`src/rtl/apb_event_sink_if.sv`:
```
`default_nettype none
// ============================================================================
// Module      : apb_event_sink_if
// Description : APB bus bundle between the events-to-APB master and the
//               event sink completer. The master drives the request signals
//               and the completer drives the response signals.
// Revision    : 1.0 - initial release
// ============================================================================
interface apb_event_sink_if;
    logic        psel;
    logic        penable;
    logic [31:0] paddr;
    logic        pwrite;
    logic [31:0] pwdata;
    logic        pready;
    logic [31:0] prdata;
    logic        pslverr;

    modport master (
        output psel, penable, paddr, pwrite, pwdata,
        input  pready, prdata, pslverr
    );

    modport slave (
        input  psel, penable, paddr, pwrite, pwdata,
        output pready, prdata, pslverr
    );
endinterface
`default_nettype wire

```
`src/rtl/apb_event_sink.sv`:
```
`default_nettype none
// ============================================================================
// Module      : apb_event_sink
// Description : APB completer that accumulates event-count writes to three
//               decoded addresses into saturating per-event totals, inserts
//               wait states before PREADY, flags undecoded accesses with
//               PSLVERR and returns the totals on reads.
//               Optional macro EVENT_SINK_RAND_WAIT_EN: wait states come from
//               an 8-bit LFSR instead of WAIT_CYCLES.
// Revision    : 1.0 - initial release
// ============================================================================
module apb_event_sink #(
    parameter int unsigned WAIT_CYCLES = 0,
    parameter int unsigned ACC_WIDTH   = 16
) (
    input  wire logic                 clk,
    input  wire logic                 reset,
    apb_event_sink_if.slave           apb,
    output logic [ACC_WIDTH-1:0]      total_a_o,
    output logic [ACC_WIDTH-1:0]      total_b_o,
    output logic [ACC_WIDTH-1:0]      total_c_o,
    output logic [7:0]                err_count_o
);

    localparam logic [31:0] c_ADDR_A   = 32'hABBA_0000;
    localparam logic [31:0] c_ADDR_B   = 32'hBAFF_0000;
    localparam logic [31:0] c_ADDR_C   = 32'hCAFE_0000;
    localparam logic [32:0] c_ACC_MAX  = (33'd1 << ACC_WIDTH) - 33'd1;

    typedef enum logic [0:0] {
        S_IDLE   = 1'b0,
        S_ACCESS = 1'b1
    } state_t;

    state_t                 r_state;
    state_t                 w_state_nxt;
    logic [3:0]             r_wcnt;
    logic [3:0]             w_wcnt_nxt;
    logic [3:0]             w_wait_target;
    logic                   r_hold;
    logic                   w_access;
    logic                   w_ready;
    logic                   w_hit_a;
    logic                   w_hit_b;
    logic                   w_hit_c;
    logic                   w_decoded;
    logic [ACC_WIDTH-1:0]   r_total_a;
    logic [ACC_WIDTH-1:0]   r_total_b;
    logic [ACC_WIDTH-1:0]   r_total_c;
    logic [ACC_WIDTH-1:0]   w_rd_total;
    logic [7:0]             r_err_count;

    // Add the full 32-bit write value to a total, clamping at all-ones.
    function automatic logic [ACC_WIDTH-1:0] f_sat_add(
        input logic [ACC_WIDTH-1:0] acc,
        input logic [31:0]          inc
    );
        logic [32:0] sum;
        sum = {{(33-ACC_WIDTH){1'b0}}, acc} + {1'b0, inc};
        if (sum > c_ACC_MAX)
            f_sat_add = {ACC_WIDTH{1'b1}};
        else
            f_sat_add = sum[ACC_WIDTH-1:0];
    endfunction

    assign w_access  = apb.psel & apb.penable;
    // r_hold keeps a transfer that straddled a reset from completing; it
    // releases only once the bus leaves the access phase.
    assign w_ready   = w_access & ~r_hold & (r_wcnt == w_wait_target);

    assign w_hit_a   = (apb.paddr == c_ADDR_A);
    assign w_hit_b   = (apb.paddr == c_ADDR_B);
    assign w_hit_c   = (apb.paddr == c_ADDR_C);
    assign w_decoded = w_hit_a | w_hit_b | w_hit_c;

`ifdef EVENT_SINK_RAND_WAIT_EN
    logic [7:0] r_lfsr;
    logic       w_lfsr_fb;

    assign w_lfsr_fb = r_lfsr[7] ^ r_lfsr[5] ^ r_lfsr[4] ^ r_lfsr[3];

    // Fibonacci LFSR (taps 8,6,5,4) stepped once per completed transfer.
    always_ff @(posedge clk or posedge reset) begin
        if (reset)
            r_lfsr <= 8'h5A;
        else if (w_ready)
            r_lfsr <= {r_lfsr[6:0], w_lfsr_fb};
    end

    assign w_wait_target = {2'b00, r_lfsr[1:0]};
`else
    assign w_wait_target = 4'(WAIT_CYCLES);
`endif

    // State, wait counter and post-reset hold registers.
    always_ff @(posedge clk or posedge reset) begin
        if (reset) begin
            r_state <= S_IDLE;
            r_wcnt  <= 4'd0;
            r_hold  <= 1'b1;
        end else begin
            r_state <= w_state_nxt;
            r_wcnt  <= w_wcnt_nxt;
            if (!w_access)
                r_hold <= 1'b0;
        end
    end

    // Next state and wait count. The first access cycle is observed while
    // the FSM is still in IDLE, so it already counts as one wait cycle.
    always_comb begin
        w_state_nxt = r_state;
        w_wcnt_nxt  = 4'd0;
        unique case (r_state)
            S_IDLE: begin
                if (w_access && !w_ready && !r_hold) begin
                    w_state_nxt = S_ACCESS;
                    w_wcnt_nxt  = 4'd1;
                end
            end
            S_ACCESS: begin
                if (!w_access || w_ready) begin
                    w_state_nxt = S_IDLE;
                end else begin
                    w_wcnt_nxt  = r_wcnt + 4'd1;
                end
            end
            default: w_state_nxt = S_IDLE;
        endcase
    end

    // Commit writes and error counts only in the PREADY cycle.
    always_ff @(posedge clk or posedge reset) begin
        if (reset) begin
            r_total_a   <= '0;
            r_total_b   <= '0;
            r_total_c   <= '0;
            r_err_count <= 8'd0;
        end else if (w_ready) begin
            if (!w_decoded) begin
                if (r_err_count != 8'hFF)
                    r_err_count <= r_err_count + 8'd1;
            end else if (apb.pwrite) begin
                if (w_hit_a) r_total_a <= f_sat_add(r_total_a, apb.pwdata);
                if (w_hit_b) r_total_b <= f_sat_add(r_total_b, apb.pwdata);
                if (w_hit_c) r_total_c <= f_sat_add(r_total_c, apb.pwdata);
            end
        end
    end

    // Select the total addressed by a read; undecoded reads return zero.
    always_comb begin
        w_rd_total = '0;
        if (w_hit_a)
            w_rd_total = r_total_a;
        else if (w_hit_b)
            w_rd_total = r_total_b;
        else if (w_hit_c)
            w_rd_total = r_total_c;
    end

    assign apb.pready   = w_ready;
    assign apb.pslverr  = w_ready & ~w_decoded;
    assign apb.prdata   = (w_ready && !apb.pwrite) ? 32'(w_rd_total) : 32'h0;

    assign total_a_o    = r_total_a;
    assign total_b_o    = r_total_b;
    assign total_c_o    = r_total_c;
    assign err_count_o  = r_err_count;

endmodule
`default_nettype wire

```
`src/flat_wrapper.sv`:
```
// flat-port wrapper written by rule: the top's interface ports become plain ports
module apb_event_sink_flat 
#(
    parameter int unsigned WAIT_CYCLES = 0,
    parameter int unsigned ACC_WIDTH   = 16
)
  (clk, reset, total_a_o, total_b_o, total_c_o, err_count_o, apb_psel, apb_penable, apb_paddr, apb_pwrite, apb_pwdata, apb_pready, apb_prdata, apb_pslverr);
  apb_event_sink_if apb_i ();
  input  wire logic clk;
  input  wire logic reset;
  output logic [ACC_WIDTH-1:0] total_a_o;
  output logic [ACC_WIDTH-1:0] total_b_o;
  output logic [ACC_WIDTH-1:0] total_c_o;
  output logic [7:0] err_count_o;
  input wire logic [$bits(apb_i.psel)-1:0] apb_psel;
  input wire logic [$bits(apb_i.penable)-1:0] apb_penable;
  input wire logic [$bits(apb_i.paddr)-1:0] apb_paddr;
  input wire logic [$bits(apb_i.pwrite)-1:0] apb_pwrite;
  input wire logic [$bits(apb_i.pwdata)-1:0] apb_pwdata;
  output wire logic [$bits(apb_i.pready)-1:0] apb_pready;
  output wire logic [$bits(apb_i.prdata)-1:0] apb_prdata;
  output wire logic [$bits(apb_i.pslverr)-1:0] apb_pslverr;
  assign apb_i.psel = apb_psel;
  assign apb_i.penable = apb_penable;
  assign apb_i.paddr = apb_paddr;
  assign apb_i.pwrite = apb_pwrite;
  assign apb_i.pwdata = apb_pwdata;
  assign apb_pready = apb_i.pready;
  assign apb_prdata = apb_i.prdata;
  assign apb_pslverr = apb_i.pslverr;
  apb_event_sink #(.WAIT_CYCLES(WAIT_CYCLES), .ACC_WIDTH(ACC_WIDTH)) u_core (.clk(clk), .reset(reset), .apb(apb_i), .total_a_o(total_a_o), .total_b_o(total_b_o), .total_c_o(total_c_o), .err_count_o(err_count_o));
endmodule
```
`config.mk`:
```
export PLATFORM = sky130hd
export DESIGN_NAME = apb_event_sink_flat
export DESIGN_NICKNAME = d
export VERILOG_FILES = /design/src/rtl/apb_event_sink_if.sv /design/src/rtl/apb_event_sink.sv /design/src/flat_wrapper.sv
export SDC_FILE = /design/constraint.sdc
export NUM_CORES = 1
export LEC_CHECK = 0
export ABC_AREA = 0
export CAP_MARGIN = 15
export CORE_UTILIZATION = 35
export CTS_BUF_LIST = sky130_fd_sc_hd__clkbuf_8 sky130_fd_sc_hd__clkbuf_16
export DETAILED_ROUTE_END_ITERATION = 10
export SLEW_MARGIN = 5
export SYNTH_ARGS = -nofsm -noshare
export SYNTH_HDL_FRONTEND = slang
export SYNTH_SLANG_ARGS = --single-unit
export TNS_END_PERCENT = 20
```
`constraint.sdc`:
```
create_clock -name clk -period 6.29 [get_ports clk]
set_input_delay 1.258 -clock clk [delete_from_list [all_inputs] [get_ports clk]]
set_output_delay 1.258 -clock clk [all_outputs]
set_load 0.01 [all_outputs]
```
# Yosys cells after proc, flatten, opt, wreduce, memory -nomap -nowiden
# Index checks and enable logic that the tools add are counted.
[totals]
ff_bits = 62
output_inout_bits = 90
word_cells = 54
[classes]
n_reduce_logical = 13
n_lt_le_gt_ge = 3
muxes = 13
bitwise_logic = 9
n_eq_ne = 4
n_addsub = 5
[op_table]
columns = ["cell", "n"]
rows = [
  ["2-to-1 mux 16 bit", 7],
  ["adder 16 x 32 -> 33 bit", 3],
  ["greater-than comparator 33 x 16 -> 1 bit (second input constant)", 3],
  ["== test 32 bit (second input constant)", 3],
  ["AND reduction 4 bit", 3],
  ["adder 8 x 1 -> 8 bit (second input constant)", 1],
  ["inequality test 8 bit (second input constant)", 1],
  ["one-hot mux 4 bit (2 select lines)", 1],
  ["adder 4 x 1 -> 4 bit (second input constant)", 1],
  ["AND 1 bit", 4],
  ["zero test 1 bit", 4],
  ["zero test 4 bit", 1],
  ["2-to-1 mux 4 bit", 1],
  ["logical AND 1 bit", 3],
  ["2-to-1 mux 1 bit", 3],
  ["inverter 1 bit", 3],
  ["AND reduction 3 bit", 1],
  ["bitwise OR 1 bit", 2],
  ["one-hot mux 1 bit (2 select lines)", 1],
  ["logical OR 1 bit", 1],
]

# Longest topological paths before layout
# Gate-level depths: netlist (run 1).
[depth]
depth_word = 8
depth_mapped = 13
depth_no_buf = 11

# Least setup slack after synthesis (run 1)
# Ideal clock, no wire load.
[synth_timing]
kind = "input-to-output"
startpoint = "input apb_paddr[3]"
endpoint = "output apb_prdata[5]"
n_path_buf = 1
path_stages = 7
arrival_time_ns = 3.386
required_ns = 5.032
setup_slack_ns = 1.646
cell_sequence = "or4_4 nor4_4 nand4_4 nor3_1 clkbuf_1 a222oi_1 nor2_1"
[synth_between]
elab_chain_cells = 5
[synth_rtl]
columns = ["element", "line_no", "rtl"]
rows = [
  ["start, declared", "flat_wrapper.sv:17", "input wire logic [$bits(apb_i.paddr)-1:0] apb_paddr;"],
  ["== test 32 bit", "apb_event_sink.sv:73", "assign w_hit_c = (apb.paddr == c_ADDR_C);"],
  ["2-to-1 mux 16 bit", "apb_event_sink.sv:158", "else if (w_hit_c)"],
  ["2-to-1 mux 16 bit", "apb_event_sink.sv:156", "else if (w_hit_b)"],
  ["2-to-1 mux 16 bit *", "apb_event_sink.sv:154", "if (w_hit_a)"],
  ["2-to-1 mux 16 bit *", "apb_event_sink.sv:164", "assign apb.prdata = (w_ready && !apb.pwrite) ? 32'(w_rd_total) : 32'h0;"],
  ["end, declared", "flat_wrapper.sv:21", "output wire logic [$bits(apb_i.prdata)-1:0] apb_prdata;"],
]
# Every way passes the cells marked *; elsewhere a longest branch is shown, timed or not.

# Final worst setup path (run 1)
[layout_timing]
startpoint = "input apb_paddr[3]"
endpoint = "output apb_prdata[15]"
# The elaborated chain is that of the path after synthesis.

==> results of run 1 <==
## area by class of cell
| class | count | area [sq um] | share of cell area |
|---|---|---|---|
| multi-input combinational | 744 | 5000 | 0.568 |
| sequential | 62 | 1550 | 0.177 |
| timing repair buffer | 156 | 1530 | 0.174 |
| tap | 260 | 325 | 0.0370 |
| clock buffer | 9 | 225 | 0.0256 |
| clock inverter | 7 | 97.6 | 0.0111 |
| inverter | 19 | 71.3 | 0.00811 |
## layout by cell type (no fill, tap or decap), types with 12 or more instances in the layout
cell type	netlist	final
a21o_1	13	13
clkdlybuf4s50_1	0	142
nor4_1	15	12
dfrtp_1	61	61
nand2_1	69	69
inv_1	19	18
nand4_1	29	29
nand3_1	25	25
a211oi_1	13	13
nor2_1	103	103
o21ai_0	36	36
a222oi_1	16	16
ha_1	51	51
and3_1	13	13
xnor2_1	29	29
nor3_1	25	23
xor2_1	26	26
buf_4	16	14
conb_1	1	16
a21oi_1	85	85
o22a_1	20	20
## critical path: stages
cell and delay, ns:
clkdlybuf4s50_1 0.40, or4_4 0.54, nor4_4 0.27, nand4_4 0.22
nor3_2 0.21, buf_4 0.26, a222oi_1 0.14, nor2_1 0.20
clkdlybuf4s50_1 0.57
## logic make-up (layout without fill, tap and decap cells)
family                   after synthesis  count (layout)  share of synthesized area
adder cells (fa/ha/maj)               54              54                      0.102
AO/OA/AOI/OAI                        264             264                      0.264
other                                  1              16                   0.000549
XOR/XNOR                              55              55                     0.0705
multiplexers                          16              16                     0.0244
flip-flops                            62              62                      0.227
AND/OR/NAND/NOR                      339             339                      0.257
buffers and inverters                 80             191                     0.0542
## cells in the mapped netlist (all sizes together), types with 4 or more instances
master | instances | area share
a211oi | 13 | 0.014
or4 | 7 | 0.0082
or3 | 9 | 0.0082
ha | 51 | 0.093
nor2b | 4 | 0.0037
dfrtp | 61 | 0.22
nand2 | 69 | 0.038
xnor2 | 29 | 0.037
inv | 19 | 0.010
o21a | 9 | 0.0099
mux2i | 11 | 0.016
nor4 | 18 | 0.021
a31o | 4 | 0.0051
o22a | 20 | 0.026
a21oi | 85 | 0.062
mux2 | 5 | 0.0082
nor2 | 103 | 0.057
a21o | 13 | 0.014
or2 | 5 | 0.0046
and4 | 4 | 0.0051
o31ai | 6 | 0.0066
nand4 | 31 | 0.033
a31oi | 4 | 0.0037
nor3 | 27 | 0.021
a222oi | 16 | 0.023
and2 | 4 | 0.0037
buf | 21 | 0.022
nand3 | 25 | 0.018
o21ai | 38 | 0.028
o41ai | 4 | 0.0051
clkbuf | 40 | 0.022
and3 | 13 | 0.012
o211ai | 11 | 0.012
xor2 | 26 | 0.033
## through the flow
stage / area (sq um) / hold slack [ns]
CTS: 8790 / 0.501
global placement: 8470 / 0.487
detailed placement: 8470 / 0.491
global route: 8790 / 0.510
floorplan: 6890 / 0.451
finish: 8790 / 0.497
## power breakdown
part	leakage (nW)	total, mW	internal (mW)	switching [mW]
combinational	2.50	0.272	0.127	0.146
sequential	0.853	0.440	0.416	0.0237
clock	0.152	0.555	0.348	0.206
total	3.50	1.27	0.891	0.376
## path summary, 6_finish.rpt
| kind | startpoint | end | slack (ns) | cells after the start |
|---|---|---|---|---|
| setup reg to reg | u_core.total_c_o[15] | u_core.total_c_o[1] | 2.44 | 10 |
| min in group asynchronous | reset | u_core.total_b_o[0] | 1.47 | 3 |
| hold / removal | u_core.r_state | u_core.r_wcnt[0] | 0.50 | 1 |
| setup / recovery | apb_paddr[3] | apb_prdata[15] | 0.95 | 9 |
| hold reg to reg | u_core.r_state | u_core.r_wcnt[0] | 0.50 | 1 |
| max in group asynchronous | reset | u_core.total_c_o[2] | 4.26 | 3 |
## layer usage
layer  vias to the layer above  GRT usage  wire length (um)
li1                       3543          -                 -
met2                       352      0.385             11100
met5                         -          0                 0
met4                         0     0.0889               642
met3                        50     0.0354              2070
met1                      3569      0.345             11200
## sequential cells by signal, indices dropped and copies added, names as in the netlist
name and count:
u_core.total_a_o 16, u_core.total_b_o 16, u_core.total_c_o 16, u_core.err_count_o 8, u_core.r_wcnt 4, u_core.r_hold 1, u_core.r_state 1
==> impl_metrics.tcl, run 1 <==
set metrics [dict create \
    worst_pin_slew_ns 0.974 \
    grt_use_total 0.247 \
    grt_pass1_wl_um 38500 \
    critPathCaptureType "output port" \
    dp_hpwl_um 19500 \
    synthCells 871 \
    cp.arrival_ns 4.08 \
    yosys_warnings 0 \
    fillers 1905 \
    pre_cts_ws_ns 0.936 \
    tns_ns 0 \
    root_buffer "clkbuf_16" \
    slew_headroom 0.342 \
    core-area_sq_um 18900 \
    die_w_um 142 \
    clock.fmax_ghz 0.187 \
    post_drt_wl_per_cell_um 19.9 \
    grt_pass1_vias 6951 \
    clock_path_buffers 2 \
    layout_min_cycle_time_ns 5.34 \
    timing.final.hold_violations 0 \
    status "completed" \
    wirelength_um 25000 \
    skew_ns 0.00788 \
    start_util 0.362 \
    synth_edf_count 0 \
    final_cells 1257 \
    fin_util 0.465 \
    clock-sinks 62 \
    ys.flop_type "dfrtp_1" \
    ys_ff_latch 62 \
    ios 159 \
    drv_cap 0 \
    gp_congestion 0.937 \
    worstSetupPathType "in -> out" \
    synth.avg_cell_area_sq_um 7.85 \
    synth.distinct_cells 81 \
    portBuffers 142 \
    insertion_delay_ns 0.34 \
    viasPerCell 5.98 \
    diodes 0 \
    yosysSeqAreaShare 0.227 \
    fp-row-count 50 \
    p_total_mw 1.27 \
    nets 1115 \
    die_h_um 142 \
    area_growth_syn_to_layout_pct 28.7 \
    critPathRequiredTime_ns 5.03 \
    numPlacedInstances 1241 \
    drt_iter0_markers 680 \
    cts_hold_buffers 0 \
    route.detailed.drc 0 \
    grt_max_degree 63 \
    cts_setup_buffers 0 \
    cts_tree "yes" \
    p_leak_nw 3.50 \
    layout-drive-gt1-share 0.0662 \
    rsz0062_at_grt "false" \
    antenna_found_initial 0 \
    ys_async_sr_fraction 1.00 \
    slew_violations 0 \
    holdCritPathClass "reg -> reg" \
    drt-pass1-iter-count 7 \
    vias 7514 \
    cts_resized 0 \
    overflow 0 \
    syn-cell-area_sq_um 6830 \
    cts_htree_levels 3 \
    drtAntennaViolNets 0 \
    setup_viol 0 \
    timing.final.ws_setup_ns 0.949 \
    period_share 0.849 \
    powerDensity_nw_per_um2 144 \
    die-area_sq_um 20100 \
    cp-start-kind "input port" \
    clk_pin_slew_ns 0.06 \
    cts_buffers 9 \
    irDropWorstVdd_uv 112 \
    crit_fanout 17 \
]
Note: power is estimated with default switching activity, not from simulation.
==> run 2, diff against run 1 <==
==> constraint.sdc (replaced) <==
create_clock -name clk -period 5.59 [get_ports clk]
set_input_delay 1.118 -clock clk [delete_from_list [all_inputs] [get_ports clk]]
set_output_delay 1.118 -clock clk [all_outputs]
set_load 0.01 [all_outputs]
==> run 2 against run 1 <==
  * Critical path depth unchanged
  * Combinational power increased by 15%
  * Final cell count up 1.2%
  * Via count increased by 1.4%
  * Wire length grew 0.72%
  * Final area up 1.0%
  * Die area unchanged
  * First-iteration DRC count increased by 31%
  * Setup slack worse by 0.41 ns
  * Largest cell class unchanged
  * Highest routed layer unchanged
==> impl_metrics.tcl, run 2 (synthesis results as in run 1) <==
set metrics [dict create \
    insertion_delay_ns 0.33 \
    root_buffer "clkbuf_16" \
    mostFrequentLayoutCells "clkdlybuf4s50_1, nor2_1, a21oi_1, nand2_1, dfrtp_1" \
    wirelength_um 25200 \
    r2r-end "u_core.total_c_o[1]" \
    worstSetupPathType "in -> out" \
    fin_util 0.470 \
    place_area_sq_um 8580 \
    status "completed" \
    period_share 0.904 \
    drt-pass1-iter-count 9 \
    power.switching_mw 0.408 \
    clock_path_buffers 2 \
    powerDensity_nw_per_um2 154 \
    holdCritPathClass "reg -> reg" \
    pre_cts_ws_ns 0.526 \
    ios 159 \
    area_growth_syn_to_layout_pct 30.0 \
    clkPwrFrac 0.410 \
    met1_usage 0.359 \
    numPlacedInstances 1256 \
    diodes 0 \
    route.detailed.drc 0 \
    worst-r2r-setup-slack_ns 1.89 \
    antenna_found_initial 0 \
    die_h_um 142 \
    start_util 0.362 \
    clock.fmax_ghz 0.198 \
    die-area_sq_um 20100 \
    crit_fanout 17 \
    cts_hold_buffers 0 \
    cp.arrival_ns 3.94 \
    vias 7621 \
    hold_slack_ns 0.493 \
    met3_usage 0.0388 \
    clock-sinks 62 \
    cp-start-kind "input port" \
    nets 1130 \
    min_from "u_core.err_count_o[7]" \
    p_total_mw 1.37 \
    die_w_um 142 \
    post_drt_wl_per_cell_um 19.8 \
    slew_violations 0 \
    layout_min_cycle_time_ns 5.05 \
    final_common_cell "clkdlybuf4s50_1" \
    critPathCaptureType "output port" \
    fillers 1913 \
    cts_setup_buffers 0 \
    cts_buffers 9 \
    critPathRequiredTime_ns 4.47 \
    overflow 0 \
    tns_ns 0 \
    cts_resized 0 \
    grt_pass1_vias 7184 \
    grt_max_degree 38 \
    swShare 0.298 \
    timing.final.hold_violations 0 \
    rr_worst_depth 11 \
    p_int_mw 0.961 \
    final_area_sq_um 8880 \
    cts_tree "yes" \
    power.share.sequential 0.361 \
    slew_headroom 0.346 \
    gp_congestion 0.946 \
    skew_ns 0.00655 \
    drt_iter0_markers 889 \
    irDropWorstVdd_uv 125 \
    layout-drive-gt1-share 0.0800 \
    fp-row-count 50 \
    r2r-start "u_core.total_c_o[0]" \
    min_path_cells 1 \
    worst_pin_slew_ns 0.968 \
    dp_hpwl_um 19800 \
    timing.final.ws_setup_ns 0.537 \
    drtAntennaViolNets 0 \
    grt_pass1_wl_um 39500 \
    rsz0062_at_grt "false" \
    grt_use_total 0.251 \
    power_frac_comb 0.229 \
    min_to "u_core.err_count_o[7]" \
    top_usage_layer "met2" \
    use_met2 0.388 \
    multiInputGateArea_sq_um 5000 \
    viasPerCell 5.99 \
    p_leak_nw 3.56 \
    final_cells 1272 \
    setup_viol 0 \
    regArea_sq_um 1550 \
    portBuffers 142 \
    cts_htree_levels 3 \
    drv_cap 0 \
    clk_pin_slew_ns 0.06 \
    core-area_sq_um 18900 \
]
## run 2: layout make-up
class	count	share of cell area
clock inverter	7	0.00817
timing repair buffer	171	0.185
clock buffer	9	0.0254
inverter	19	0.00803
tap	260	0.0366
sequential	62	0.175
multi-input combinational	744	0.562
## run 2: per-layer routing
layer / vias to the layer above / wire length (um)
met2: 371 / 11100
met4: 0 / 574
met5: - / 0
met3: 46 / 2180
met1: 3633 / 11200
li1: 3571 / -
## run 2: power by group through the flow
stage | combinational (mW) | clock (mW) | sequential, mW
floorplan | 0.160 | 0 | 0.507
global placement | 0.310 | 0 | 0.502
detailed placement | 0.310 | 0 | 0.503
CTS | 0.311 | 0.570 | 0.495
global route | 0.343 | 0.589 | 0.499
finish | 0.314 | 0.561 | 0.494
## run 2: worst max path at each step
| stage | slack, ns | cells past startpoint | startpoint | end |
|---|---|---|---|---|
| after floorplan | 1.23 | 7 | apb_paddr[3] | apb_prdata[5] |
| final | 0.54 | 9 | apb_paddr[3] | apb_prdata[13] |
| after global routing | 0.40 | 9 | apb_paddr[3] | apb_prdata[14] |
| after detailed placement | 0.53 | 9 | apb_paddr[3] | apb_prdata[15] |
| after CTS | 0.52 | 9 | apb_paddr[3] | apb_prdata[15] |
| after global placement | 0.52 | 9 | apb_paddr[3] | apb_prdata[15] |
## run 2: worst max-delay path, stage by stage
cell and delay (ns):
clkdlybuf4s50_1 0.40, or4_4 0.54, nor4_4 0.28, nand4_4 0.24
nor3_2 0.23, buf_4 0.27, a222oi_1 0.17, nor2_1 0.13
clkdlybuf4s50_1 0.54
==> run 3, diff against run 2 <==
--- a/config.mk
+++ b/config.mk
@@ -10,6 +10,7 @@
 export CORE_UTILIZATION = 35
 export CTS_BUF_LIST = sky130_fd_sc_hd__clkbuf_8 sky130_fd_sc_hd__clkbuf_16
 export DETAILED_ROUTE_END_ITERATION = 10
+export RECOVER_POWER = 50
 export SLEW_MARGIN = 5
 export SYNTH_ARGS = -nofsm -noshare
 export SYNTH_HDL_FRONTEND = slang
==> run 3 against run 2 <==
  * The run now ends with capacitance limit, slew limit left
  * Setup slack gained 0.0042 ns
  * Combinational power is 2% lower
  * Sequential share of layout area barely moved
  * Core utilization about the same
  * Clock power about the same
  * Clock-buffer cell count unchanged
  * Fmax hardly changed
  * Via count shrank 0.52%
  * Sequential cell count unchanged
  * Largest power group unchanged
  * Highest routed layer unchanged
==> impl_metrics.tcl, run 3 (synthesis results as in run 1) <==
set metrics [dict create \
    status "finished with violations" \
    failed_checks "capacitance limit, slew limit" \
    dp_hpwl_um 19800 \
    diodes 0 \
    rsz0062_at_grt "false" \
    pre_cts_ws_ns 0.526 \
    final_common_cell "clkdlybuf4s50_1" \
    start_util 0.362 \
    setup_viol 0 \
    irDropWorstVdd_uv 124 \
    gp_congestion 0.946 \
    grt_max_degree 38 \
    fp-row-count 50 \
    fillers 1915 \
    cts_htree_levels 3 \
    holdCritPathClass "reg -> reg" \
    cts_resized 0 \
    ios 159 \
    vias 7581 \
    critPathCaptureType "output port" \
    insertion_delay_ns 0.33 \
    period_share 0.903 \
    grt_pass1_wl_um 39500 \
    drt-pass1-iter-count 8 \
    grt_pass1_vias 7184 \
    drt_iter0_markers 810 \
    cts_tree "yes" \
    regArea_sq_um 1550 \
    worst_pin_slew_ns 2.17 \
    nets 1130 \
    tns_ns 0 \
    worstSetupPathType "in -> out" \
    die_h_um 142 \
    cp-start-kind "input port" \
    slew_headroom -0.444 \
    die_w_um 142 \
    wirelength_um 25100 \
    skew_ns 0.00739 \
    p_leak_nw 3.66 \
    r2r-start "u_core.total_c_o[0]" \
    p_total_mw 1.36 \
    core-area_sq_um 18900 \
    cts_setup_buffers 0 \
    cp.arrival_ns 3.93 \
    layout-drive-gt1-share 0.0781 \
    drtAntennaViolNets 0 \
    root_buffer "clkbuf_16" \
    crit_fanout 17 \
    final_cells 1272 \
    mostFrequentLayoutCells "clkdlybuf4s50_1, nor2_1, a21oi_1, nand2_1, dfrtp_1" \
    overflow 0 \
    critPathRequiredTime_ns 4.47 \
    cts_buffers 9 \
    cts_hold_buffers 0 \
    antenna_found_initial 0 \
    critPathLaunch "apb_paddr[3]" \
    timing.final.ws_setup_ns 0.541 \
    grt_use_total 0.251 \
    portBuffers 142 \
    layout_min_cycle_time_ns 5.05 \
    die-area_sq_um 20100 \
    final_area_sq_um 8880 \
    multiInputGateArea_sq_um 5000 \
    clk_pin_slew_ns 0.06 \
    clock-sinks 62 \
    powerDensity_nw_per_um2 153 \
    place_area_sq_um 8580 \
    clock.fmax_ghz 0.198 \
    hold_slack_ns 0.487 \
    viasPerCell 5.96 \
    min_from "u_core.err_count_o[7]" \
    clock_path_buffers 2 \
    timing.final.hold_violations 0 \
    area_growth_syn_to_layout_pct 29.9 \
    drv_cap 1 \
    post_drt_wl_per_cell_um 19.7 \
    fin_util 0.470 \
    numPlacedInstances 1256 \
    route.detailed.drc 0 \
    slew_violations 38 \
]
[run 3: cell count changes in the layout (fill, tap and decap cells not counted)]
cell	before	now
clkdlybuf4s50_1	142	109
dlygate4sd3_1	0	33
buf_4	29	28
clkbuf_1	0	1
inv_1	18	19
inv_2	1	0
[run 3: worst max-delay path, cell delays in order]
cell and delay [ns]:
clkdlybuf4s50_1 0.40, or4_4 0.54, nor4_4 0.28, nand4_4 0.24, nor3_2 0.22, buf_4 0.26
a222oi_1 0.18, nor2_1 0.13, clkdlybuf4s50_1 0.54
[run 3: power breakdown]
group | switching, mW | internal, mW
Clock | 0.217 | 0.345
Combinational | 0.166 | 0.141
Sequential | 0.0252 | 0.469
Total | 0.408 | 0.955
[run 3: final cells by class]
| type | count | area share |
|---|---|---|
| clock inverters | 7 | 0.00817 |
| flip-flops and latches | 62 | 0.175 |
| clock buffers | 9 | 0.0254 |
| inverters | 19 | 0.00803 |
| well taps | 260 | 0.0366 |
| repair buffers | 171 | 0.184 |
| multi-input cells | 744 | 0.563 |
[run 3: metal layers]
metal | GRT usage | up-vias | wire length [um]
li1 | - | 3581 | -
met1 | 0.359 | 3593 | 11200
met2 | 0.388 | 369 | 11200
met3 | 0.0388 | 38 | 2160
met4 | 0.0685 | 0 | 511
met5 | 0 | - | 0
[run 3: path summary, 6_finish.rpt]
path	slack (ns)	to	depth (start not counted)
min in group asynchronous	1.43	u_core.err_count_o[1]	2
min	0.49	u_core.err_count_o[7]	1
min reg2reg	0.49	u_core.err_count_o[7]	1
max reg2reg	1.89	u_core.total_c_o[8]	11
max	0.54	apb_prdata[13]	9
max in group asynchronous	1.62	u_core.total_c_o[12]	3
